[config.mk]
export PLATFORM = sky130hd
export DESIGN_NAME = musicbox_playback_engine
export DESIGN_NICKNAME = d
export VERILOG_FILES = /design/src/rtl/musicbox_pkg.sv /design/src/rtl/musicbox_sample_fifo.sv /design/src/rtl/musicbox_playback_engine.sv
export SDC_FILE = /design/constraint.sdc
export NUM_CORES = 1
export LEC_CHECK = 0
export CORE_MARGIN = 2
export CORE_UTILIZATION = 25
export DETAILED_ROUTE_END_ITERATION = 7
export DONT_BUFFER_PORTS = 1
export PLACE_DENSITY = 0.37
export SKIP_LAST_GASP = 1
export SLEW_MARGIN = 0
export SYNTH_ARGS = -nofsm -noshare
export SYNTH_HDL_FRONTEND = slang
export SYNTH_SLANG_ARGS = --single-unit
[constraint.sdc]
create_clock -name clock_50Mhz -period 6.75 [get_ports clock_50Mhz]
set_input_delay 0.675 -clock clock_50Mhz [delete_from_list [all_inputs] [get_ports clock_50Mhz]]
set_output_delay 0.675 -clock clock_50Mhz [all_outputs]
set_load 0.1 [all_outputs]
[src/rtl/musicbox_pkg.sv]
// Shared definitions for the music-box blocks: playback FSM states,
// mainState encodings and small helpers.
package musicbox_pkg;

  typedef enum logic [1:0] {
    ST_IDLE,
    ST_PREFETCH,
    ST_PLAY,
    ST_DONE
  } pb_state_t;

  // mainState values produced by MusicBoxStateController
  localparam logic [4:0] MS_IDLE     = 5'd0;
  localparam logic [4:0] MS_RECORD   = 5'd1;
  localparam logic [4:0] MS_STORE    = 5'd2;
  localparam logic [4:0] MS_PLAYBACK = 5'd3;

  function automatic logic [15:0] sat_inc16(input logic [15:0] v);
    return (v == 16'hFFFF) ? v : v + 16'd1;
  endfunction

endpackage

[src/rtl/musicbox_sample_fifo.sv]
// Read-ahead sample buffer: single-word push, POP_N-word show-ahead pop,
// occupancy count and synchronous flush.
module musicbox_sample_fifo #(
  parameter int unsigned WIDTH = 16,
  parameter int unsigned DEPTH = 8,
  parameter int unsigned POP_N = 1
) (
  input  logic                       clk,
  input  logic                       reset,
  input  logic                       flush,
  input  logic                       push,
  input  logic [WIDTH-1:0]           push_data,
  input  logic                       pop,
  output logic [POP_N*WIDTH-1:0]     pop_data,
  output logic [$clog2(DEPTH+1)-1:0] count
);

  localparam int unsigned AW = $clog2(DEPTH);
  localparam int unsigned CW = $clog2(DEPTH + 1);

  logic [WIDTH-1:0] mem [DEPTH];
  logic [AW-1:0]    rd_ptr;
  logic [AW-1:0]    wr_ptr;

  // Pointer and occupancy update; push and pop may coincide
  always_ff @(posedge clk) begin
    if (reset || flush) begin
      rd_ptr <= '0;
      wr_ptr <= '0;
      count  <= '0;
    end else begin
      if (push) wr_ptr <= wr_ptr + 1'b1;
      if (pop)  rd_ptr <= rd_ptr + AW'(POP_N);
      count <= count + CW'(push) - (pop ? CW'(POP_N) : '0);
    end
  end

  // Storage write
  always_ff @(posedge clk) begin
    if (push && !flush && !reset) mem[wr_ptr] <= push_data;
  end

  // Oldest POP_N words presented in ascending order, oldest in the LSBs
  always_comb begin
    pop_data = '0;
    for (int unsigned i = 0; i < POP_N; i++) begin
      pop_data[i*WIDTH +: WIDTH] = mem[rd_ptr + AW'(i)];
    end
  end

endmodule

[src/rtl/musicbox_playback_engine.sv]
// Streams a recording from SDRAM through a read-ahead FIFO and presents
// one interleaved frame per sample_tick while mainState selects playback.
module musicbox_playback_engine
  import musicbox_pkg::*;
#(
  parameter int unsigned SAMPLE_W   = 16,
  parameter int unsigned ADDR_W     = 25,
  parameter int unsigned NUM_CH     = 1,
  parameter int unsigned FIFO_DEPTH = 8,
  parameter logic [4:0]  STATE_ID   = MS_PLAYBACK
) (
  input  logic                       clock_50Mhz,
  input  logic                       reset,
  input  logic [4:0]                 mainState,
  input  logic                       sample_tick,
  input  logic [ADDR_W-1:0]          start_address,
  input  logic [ADDR_W-1:0]          length_frames,
  input  logic                       loop_enable,
  output logic [NUM_CH*SAMPLE_W-1:0] outputData,
  output logic                       outputActive,
  output logic                       stateComplete,
  output logic [15:0]                underrun_count,
  output logic [ADDR_W-1:0]          sdram_inputAddress,
  output logic [15:0]                sdram_writeData,
  output logic                       sdram_isWriting,
  output logic                       sdram_inputValid,
  input  logic [15:0]                sdram_readData,
  input  logic                       sdram_outputValid,
  input  logic                       sdram_recievedCommand,
  input  logic                       sdram_isBusy
);

  localparam int unsigned CW = $clog2(FIFO_DEPTH + 1);

  pb_state_t state, state_next;

  logic [ADDR_W-1:0] start_lat, len_lat, total_words;
  logic [ADDR_W-1:0] fetch_addr, fetch_idx, frame_cnt;
  logic              req_valid, outstanding;
  logic [CW-1:0]     fifo_count;
  logic [NUM_CH*SAMPLE_W-1:0] fifo_pop_data;

  logic in_state, start_run, run, run_next;
  logic tick_play, fifo_push, fifo_pop, fifo_flush, starved;
  logic last_frame, fetch_done, can_issue, accept;

  assign in_state   = (mainState == STATE_ID);
  assign start_run  = in_state && (state == ST_IDLE);
  assign run        = in_state && (state == ST_PREFETCH || state == ST_PLAY);
  assign run_next   = (state_next == ST_PREFETCH) || (state_next == ST_PLAY);
  assign tick_play  = run && (state == ST_PLAY) && sample_tick;
  assign fifo_pop   = tick_play && (fifo_count >= CW'(NUM_CH));
  assign starved    = tick_play && (fifo_count < CW'(NUM_CH));
  assign fifo_push  = run && outstanding && sdram_outputValid;
  assign fifo_flush = !run;
  assign last_frame = (frame_cnt == len_lat - 1'b1);
  assign accept     = req_valid && sdram_recievedCommand;
  assign fetch_done = (fetch_idx == total_words) && !req_valid && !outstanding;
  assign can_issue  = !req_valid && !outstanding && !sdram_isBusy &&
                      (fifo_count < CW'(FIFO_DEPTH)) && (fetch_idx != total_words);

  assign sdram_inputAddress = fetch_addr;
  assign sdram_inputValid   = req_valid;
  assign sdram_writeData    = '0;
  assign sdram_isWriting    = 1'b0;

  musicbox_sample_fifo #(
    .WIDTH(SAMPLE_W),
    .DEPTH(FIFO_DEPTH),
    .POP_N(NUM_CH)
  ) u_fifo (
    .clk      (clock_50Mhz),
    .reset    (reset),
    .flush    (fifo_flush),
    .push     (fifo_push),
    .push_data(SAMPLE_W'(sdram_readData)),
    .pop      (fifo_pop),
    .pop_data (fifo_pop_data),
    .count    (fifo_count)
  );

  // FSM state register
  always_ff @(posedge clock_50Mhz) begin
    if (reset) state <= ST_IDLE;
    else       state <= state_next;
  end

  // FSM next-state logic; losing mainState always returns to IDLE
  always_comb begin
    state_next = state;
    if (!in_state) begin
      state_next = ST_IDLE;
    end else begin
      unique case (state)
        ST_IDLE:     state_next = (length_frames == '0) ? ST_DONE : ST_PREFETCH;
        ST_PREFETCH: if (fifo_count == CW'(FIFO_DEPTH) || fetch_done) state_next = ST_PLAY;
        ST_PLAY:     if (fifo_pop && last_frame && !loop_enable) state_next = ST_DONE;
        ST_DONE:     state_next = ST_DONE;
        default:     state_next = ST_IDLE;
      endcase
    end
  end

  // FSM status outputs
  always_comb begin
    outputActive  = (state == ST_PLAY);
    stateComplete = (state == ST_DONE);
  end

  // Fetch engine: one read in flight, request held until accepted,
  // address wraps to the latched start when looping
  always_ff @(posedge clock_50Mhz) begin
    if (reset) begin
      req_valid   <= 1'b0;
      outstanding <= 1'b0;
      fetch_addr  <= '0;
      fetch_idx   <= '0;
    end else if (start_run) begin
      req_valid   <= 1'b0;
      outstanding <= 1'b0;
      fetch_addr  <= start_address;
      fetch_idx   <= '0;
    end else if (!run_next) begin
      req_valid   <= 1'b0;
      outstanding <= 1'b0;
    end else if (run) begin
      if (accept) begin
        req_valid   <= 1'b0;
        outstanding <= 1'b1;
        if (fetch_idx == total_words - 1'b1 && loop_enable) begin
          fetch_idx  <= '0;
          fetch_addr <= start_lat;
        end else begin
          fetch_idx  <= fetch_idx + 1'b1;
          fetch_addr <= fetch_addr + 1'b1;
        end
      end else if (can_issue) begin
        req_valid <= 1'b1;
      end
      if (fifo_push) outstanding <= 1'b0;
    end
  end

  // Playback datapath: run parameters, frame output, frame counter, underruns
  always_ff @(posedge clock_50Mhz) begin
    if (reset) begin
      start_lat      <= '0;
      len_lat        <= '0;
      total_words    <= '0;
      frame_cnt      <= '0;
      outputData     <= '0;
      underrun_count <= '0;
    end else begin
      if (start_run) begin
        start_lat   <= start_address;
        len_lat     <= length_frames;
        total_words <= length_frames * ADDR_W'(NUM_CH);
        frame_cnt   <= '0;
      end
      if (fifo_pop) begin
        outputData <= fifo_pop_data;
        frame_cnt  <= last_frame ? '0 : frame_cnt + 1'b1;
      end
      if (starved) underrun_count <= sat_inc16(underrun_count);
    end
  end

endmodule
==> impl_metrics.ini, run 1 <==
[outcome]
status = finished, final reports clean

[clock_tree]
cts_hold_buf = 0
worst_skew_pair.late_latency_ns = 0.58
numCtsBuffers = 40
cts.clk_slew.worst_paths_ns = 0.06
cts_num_sinks = 299
ctsResizeCount = 0
cts_root_buffer = clkbuf_16
htreeDepth = 2
cts_tree = yes
cts_buffer_depth = 3
cts_setup_buffers = 0

[flow_run]
drv_cap = 0

[sta]
setup_viol = 0
period_minus_slack_ns = 4.80
finalHoldViolations = 0
drv_slew = 0
slew-limit-headroom = 0.230
rsz0062_at_grt = no
skew_ns = 0.0556
tightest_slew_ns = 1.15
finalWorstSetupSlack_ns = 1.95
finalCritPeriodShare = 0.710
tns_ns = 0
fmax_ghz = 0.209

[die]
dieHeight_um = 250
initial_utilization = 0.252
rows = 90
ioPinCount = 155
dieArea_um2 = 62700
core_um2 = 60100
die_x_um = 250

[route]
avgRoutedWirePerCell_um = 20.0
postRouteAntennaNets = 0
dr.pass1.iters = 4
num_vias = 11699
wl_mm = 46.6
drt_iter0_markers = 750
remaining_drc_errors = 0
via_per_inst = 5.02

[critical_path]
crit_fanout = 24
cp-start-kind = flop
crit_required_ns = 7.16
cp.arrival_ns = 5.20
r2r_start = total_words[0]
end_kind = flop
critical_path_class = reg -> reg
cp-startpoint = total_words[0]

[yosys]
synth_edf_count = 128
ys_types = 81
synth_common_cells = 171 x dfxtp_1, 159 x nand2_1, 129 x a21oi_1, 128 x edfxtp_1, 121 x nor2_1
ys_seq_area_frac = 0.479
async_flop_share = 0
netlist_area_um2 = 15200
ys_warn_count = 0
yosysTopAreaCell = edfxtp_1
ys_ff_latch = 299
synthesis.instances = 1544
synth_flop_cell = dfxtp_1
yosys-top-cells-area = edfxtp_1 25%, dfxtp_1 23%, mux4_2 4.7%
synth_top_cell_area_share = 0.253
avgSynthCellArea_um2 = 9.83
synth.most_common_cell = dfxtp_1

[placed_design]
io_buffers = 0
globalplace.congestion = 0.859
dp_hpwl_mm = 30.7
place_ws_ns = 1.87

[power]
p_leak_uw = 0.00580
powerDensity_nw_per_um2 = 247
vdd_drop_max_uv = 189
p_total_uw = 4290

[cells_and_area]
nets = 1613
drive_gt1_frac = 0.105
synthToLayoutAreaGrowth_pct = 14.2

[global_route]
grt_start_max_net_pins = 141
grt_pass1_wl_mm = 71.2
grt_pass1_vias = 11712
grt.total_usage = 0.147
grt.overflow.total = 0
antenna_found_initial = 2

[hold_path]
hold_class = in -> reg
min_from = reset
==> where the power goes <==
group	total [uW]	switching, uW	internal, uW
registers	1910	19.4	1890
logic	185	131	53.2
clock network	2190	871	1320
==> through the flow <==
step                cell area [um2]  hold slack, ns  instances  utilization
detailed placement            16000           0.441       2254        0.265
floorplan                     15200           0.433       1560            -
global placement              16000           0.436       2254        0.265
finish                        17300           0.163       2329        0.288
global route                  17300           0.139       2329        0.288
CTS                           17300           0.122       2328        0.288
==> logic make-up (layout without fill, tap and decap cells) <==
family | after synthesis | count (layout) | share of synthesized area
AND/OR/NAND/NOR | 586 | 586 | 0.199
AO/OA/AOI/OAI | 331 | 331 | 0.136
flip-flops | 299 | 299 | 0.479
buffers and inverters | 149 | 135 | 0.0444
XOR/XNOR | 100 | 100 | 0.0592
multiplexers | 57 | 57 | 0.0643
adder cells (fa/ha/maj) | 21 | 21 | 0.0178
other | 1 | 18 | 0.000247
==> cell usage in the layout, fill, tap and decap left out, types with 30 or more instances in the layout <==
master,synthesis,layout
xnor2_1,41,41
mux4_2,32,32
a21oi_1,129,129
o21ai_0,58,58
nand3_1,56,56
xor2_1,57,57
nand2_1,159,158
a211oi_1,30,30
nor3_1,38,36
nor2_1,121,113
dfxtp_1,171,170
buf_4,21,33
clkbuf_16,0,40
edfxtp_1,128,128
and3_1,33,33
==> layout make-up <==
type                    count  area, um2
diodes                      1       2.50
clock buffers              57       1110
clock inverters            17        255
fillers                  6376      42800
inverters                  28        105
multi-input cells        1112       7360
flip-flops and latches    299       7270
well taps                 782        978
repair buffers             33        248
==> registers in the layout, indices dropped and copies added (netlist names) <==
name and count:
total_words 25, outstanding 1, u_fifo.rd_ptr 3, u_fifo.wr_ptr 3, underrun_count 16, outputData 16
u_fifo.mem 128, frame_cnt 25, sdram_inputAddress 25, state 2, sdram_inputValid 1, fetch_idx 25
start_lat 25, u_fifo.count 4
==> metal layers <==
| layer | wire, um | vias up | GRT usage | part of all wire |
|---|---|---|---|---|
| li1 | - | 5596 | - | - |
| met4 | 1210 | 2 | 0.0469 | 0.026 |
| met5 | 12 | - | 0 | 0.00026 |
| met1 | 20500 | 5763 | 0.188 | 0.44 |
| met2 | 22300 | 269 | 0.246 | 0.48 |
| met3 | 2580 | 69 | 0.0319 | 0.055 |
==> worst max-delay path, cell delays in order (launching register included) <==
cell and delay, ns:
dfxtp_1 0.42, inv_1 0.10, ha_1 0.47, nor3b_1 0.33, nand4_2 0.47, nor4_4 0.42
xor2_1 0.22, xnor2_1 0.17, nor4b_1 0.48, a21oi_4 0.17, mux2i_2 0.17, buf_4 0.22
o21bai_2 0.90, a21oi_1 0.08
==> worst paths after layout <==
kind              depth (start not counted)  slack [ns]             to
hold reg to reg                           2        0.45  start_lat[11]
hold / removal                            1        0.16  start_lat[18]
setup reg to reg                         13        1.95  fetch_idx[18]
setup / recovery                         13        1.95  fetch_idx[18]
Power figures use the tool's default switching activity.
==> run 2: changes to the inputs <==
ABC_AREA = 1   (was default)
PLACE_DENSITY = 0.39   (was 0.37)
clock period = 4.06 ns   (was 6.75 ns; I/O delays follow)
==> impl_metrics.ini, run 2 <==
[sta]
drv_slew = 0
tightest_slew_ns = 1.07
setup_viol = 0
hold_ws_ns = 0.0333
tns_ns = 0
skew_ns = 0.0292
slew-limit-headroom = 0.284
fmax_ghz = 0.278
finalWorstSetupSlack_ns = 0.460
finalHoldViolations = 0
period_minus_slack_ns = 3.60
rsz0062_at_grt = no
finalCritPeriodShare = 0.887

[global_route]
grt_start_max_net_pins = 63
grt.overflow.total = 0
grt.total_usage = 0.163
grt_pass1_wl_mm = 84.2
antenna_found_initial = 5
grt_pass1_vias = 13653

[route]
dr.pass1.iters = 7
postRouteAntennaNets = 0
remaining_drc_errors = 0
num_vias = 14306
wl_mm = 55.1
avgRoutedWirePerCell_um = 18.2
drt_iter0_markers = 881
via_per_inst = 4.74

[clock_tree]
cts.clk_slew.worst_paths_ns = 0.06
htreeDepth = 2
cts_root_buffer = clkbuf_16
cts_setup_buffers = 0
numCtsBuffers = 39
cts_num_sinks = 299
cts_tree = yes
cts_buffer_depth = 3
worst_skew_pair.late_latency_ns = 0.58
ctsResizeCount = 0
cts_hold_buf = 42

[die]
ioPinCount = 155
dieHeight_um = 259
die_x_um = 259
rows = 93
initial_utilization = 0.252
dieArea_um2 = 66800
core_um2 = 64200

[placed_design]
place_ws_ns = 0.474
io_buffers = 0
globalplace.congestion = 0.888
dp_hpwl_mm = 38.3

[outcome]
status = finished, final reports clean

[flow_run]
drv_cap = 0

[cells_and_area]
nets = 2232
layout_commonest_cell = nand2_1
synthToLayoutAreaGrowth_pct = 18.3
fill_cells = 6957
drive_gt1_frac = 0.0879
largest_reg_flops = 128
top_register = u_fifo.mem
layout_common_cells = 443 x nand2_1, 241 x nor2_1, 169 x inv_1, 169 x dfxtp_1, 141 x nand3_1

[yosys]
yosysTopAreaCell = edfxtp_1
synthesis.instances = 2078
synth.most_common_cell = nand2_1
synth_flop_cell = dfxtp_1
avgSynthCellArea_um2 = 7.80
synth_top_cell_area_share = 0.237
ys_seq_area_frac = 0.449
ys_types = 52
ys_ff_latch = 299
netlist_area_um2 = 16200
synth_common_cells = 444 x nand2_1, 250 x nor2_1, 171 x dfxtp_1, 171 x inv_1
synth_edf_count = 128
yosys-top-cells-area = edfxtp_1 24%, dfxtp_1 21%, nand2_1 10%
async_flop_share = 0
ys_warn_count = 0

[critical_path]
end_kind = flop
slowest_delay_ns = 0.45
cpMostUsedCell = nand2_1
critical_path_class = reg -> reg
crit_slowest_cell = nand3_2
crit_fanout = 41
cp-start-kind = flop
r2r_slack_ns = 0.46
path_buf_inv = 1
crit_required_ns = 4.56
path_cells = nor2_1, nand2_1, nor2_4, nand3_1, nand2_1, nand2_1, nor2_1, nand3_1, nor2_2, nand4_1, nand2_1, nand2_1, nand3_2, nand3_2, buf_12, nand3b_1, nand2_1, nor2_1
cp.arrival_ns = 4.10
crit_family = simple AND/OR/NAND/NOR gates

[power]
vdd_drop_max_uv = 313
p_leak_uw = 0.00724
powerDensity_nw_per_um2 = 386

[hold_path]
hold_class = in -> reg
[run 2: kinds of logic after synthesis]
kind of cell    after synthesis  synth area share
fa+ha+maj                    21            0.0167
buf+inv                     296            0.0775
other cells                   1          0.000232
compound gates              358             0.129
simple gates               1002             0.272
xor+xnor                    101            0.0560
flops                       299             0.449
[run 2: final cells by class]
class                           count  area [um2]  area share
Multi-Input combinational cell   1499        7780       0.406
Sequential cell                   299        7270       0.379
Clock buffer                       53        1080      0.0563
Tap cell                          855        1070      0.0558
Timing Repair Buffer              120        1040      0.0541
Inverter                          174         653      0.0341
Clock inverter                     17         273      0.0142
Antenna cell                        4        10.0    0.000522
[run 2: worst register-to-register path: cells and delay by family (launching register included)]
family / cells / cell delay [ns]
AND/OR/NAND/NOR: 17 / 2.74
flip-flops: 1 / 0.38
buffers and inverters: 1 / 0.40
[run 2: worst paths after layout]
check,start,endpoint,depth (start not counted)
max reg2reg,total_words[5],sdram_inputAddress[0],18
max,total_words[5],sdram_inputAddress[0],18
min,start_address[4],start_lat[4],2
min reg2reg,start_lat[21],start_lat[21],2
[run 2: power breakdown]
part | internal [uW] | switching (uW) | leakage (uW)
registers | 3150 | 15.2 | 0.00253
clock network | 2200 | 1440 | 0.000661
logic | 162 | 435 | 0.00404
total | 5510 | 1890 | 0.00724
[run 2: through the flow]
stage / total power [uW] / std cells / util / cell area, um2
after floorplan: 3660 / 2094 / - / 16300
after global placement: 3760 / 2905 / 0.270 / 17400
after detailed placement: 3750 / 2905 / 0.270 / 17400
after CTS: 7530 / 3017 / 0.298 / 19200
after global routing: 7700 / 3021 / 0.298 / 19200
final: 7400 / 3021 / 0.298 / 19200
[run 2: layer usage]
metal  vias to the layer above  track usage  wire length, um
met1                      6805        0.215            25200
met3                        79       0.0380             3180
met5                         -            0               13
li1                       7096            -                -
met4                         2       0.0470             1300
met2                       324        0.264            25500
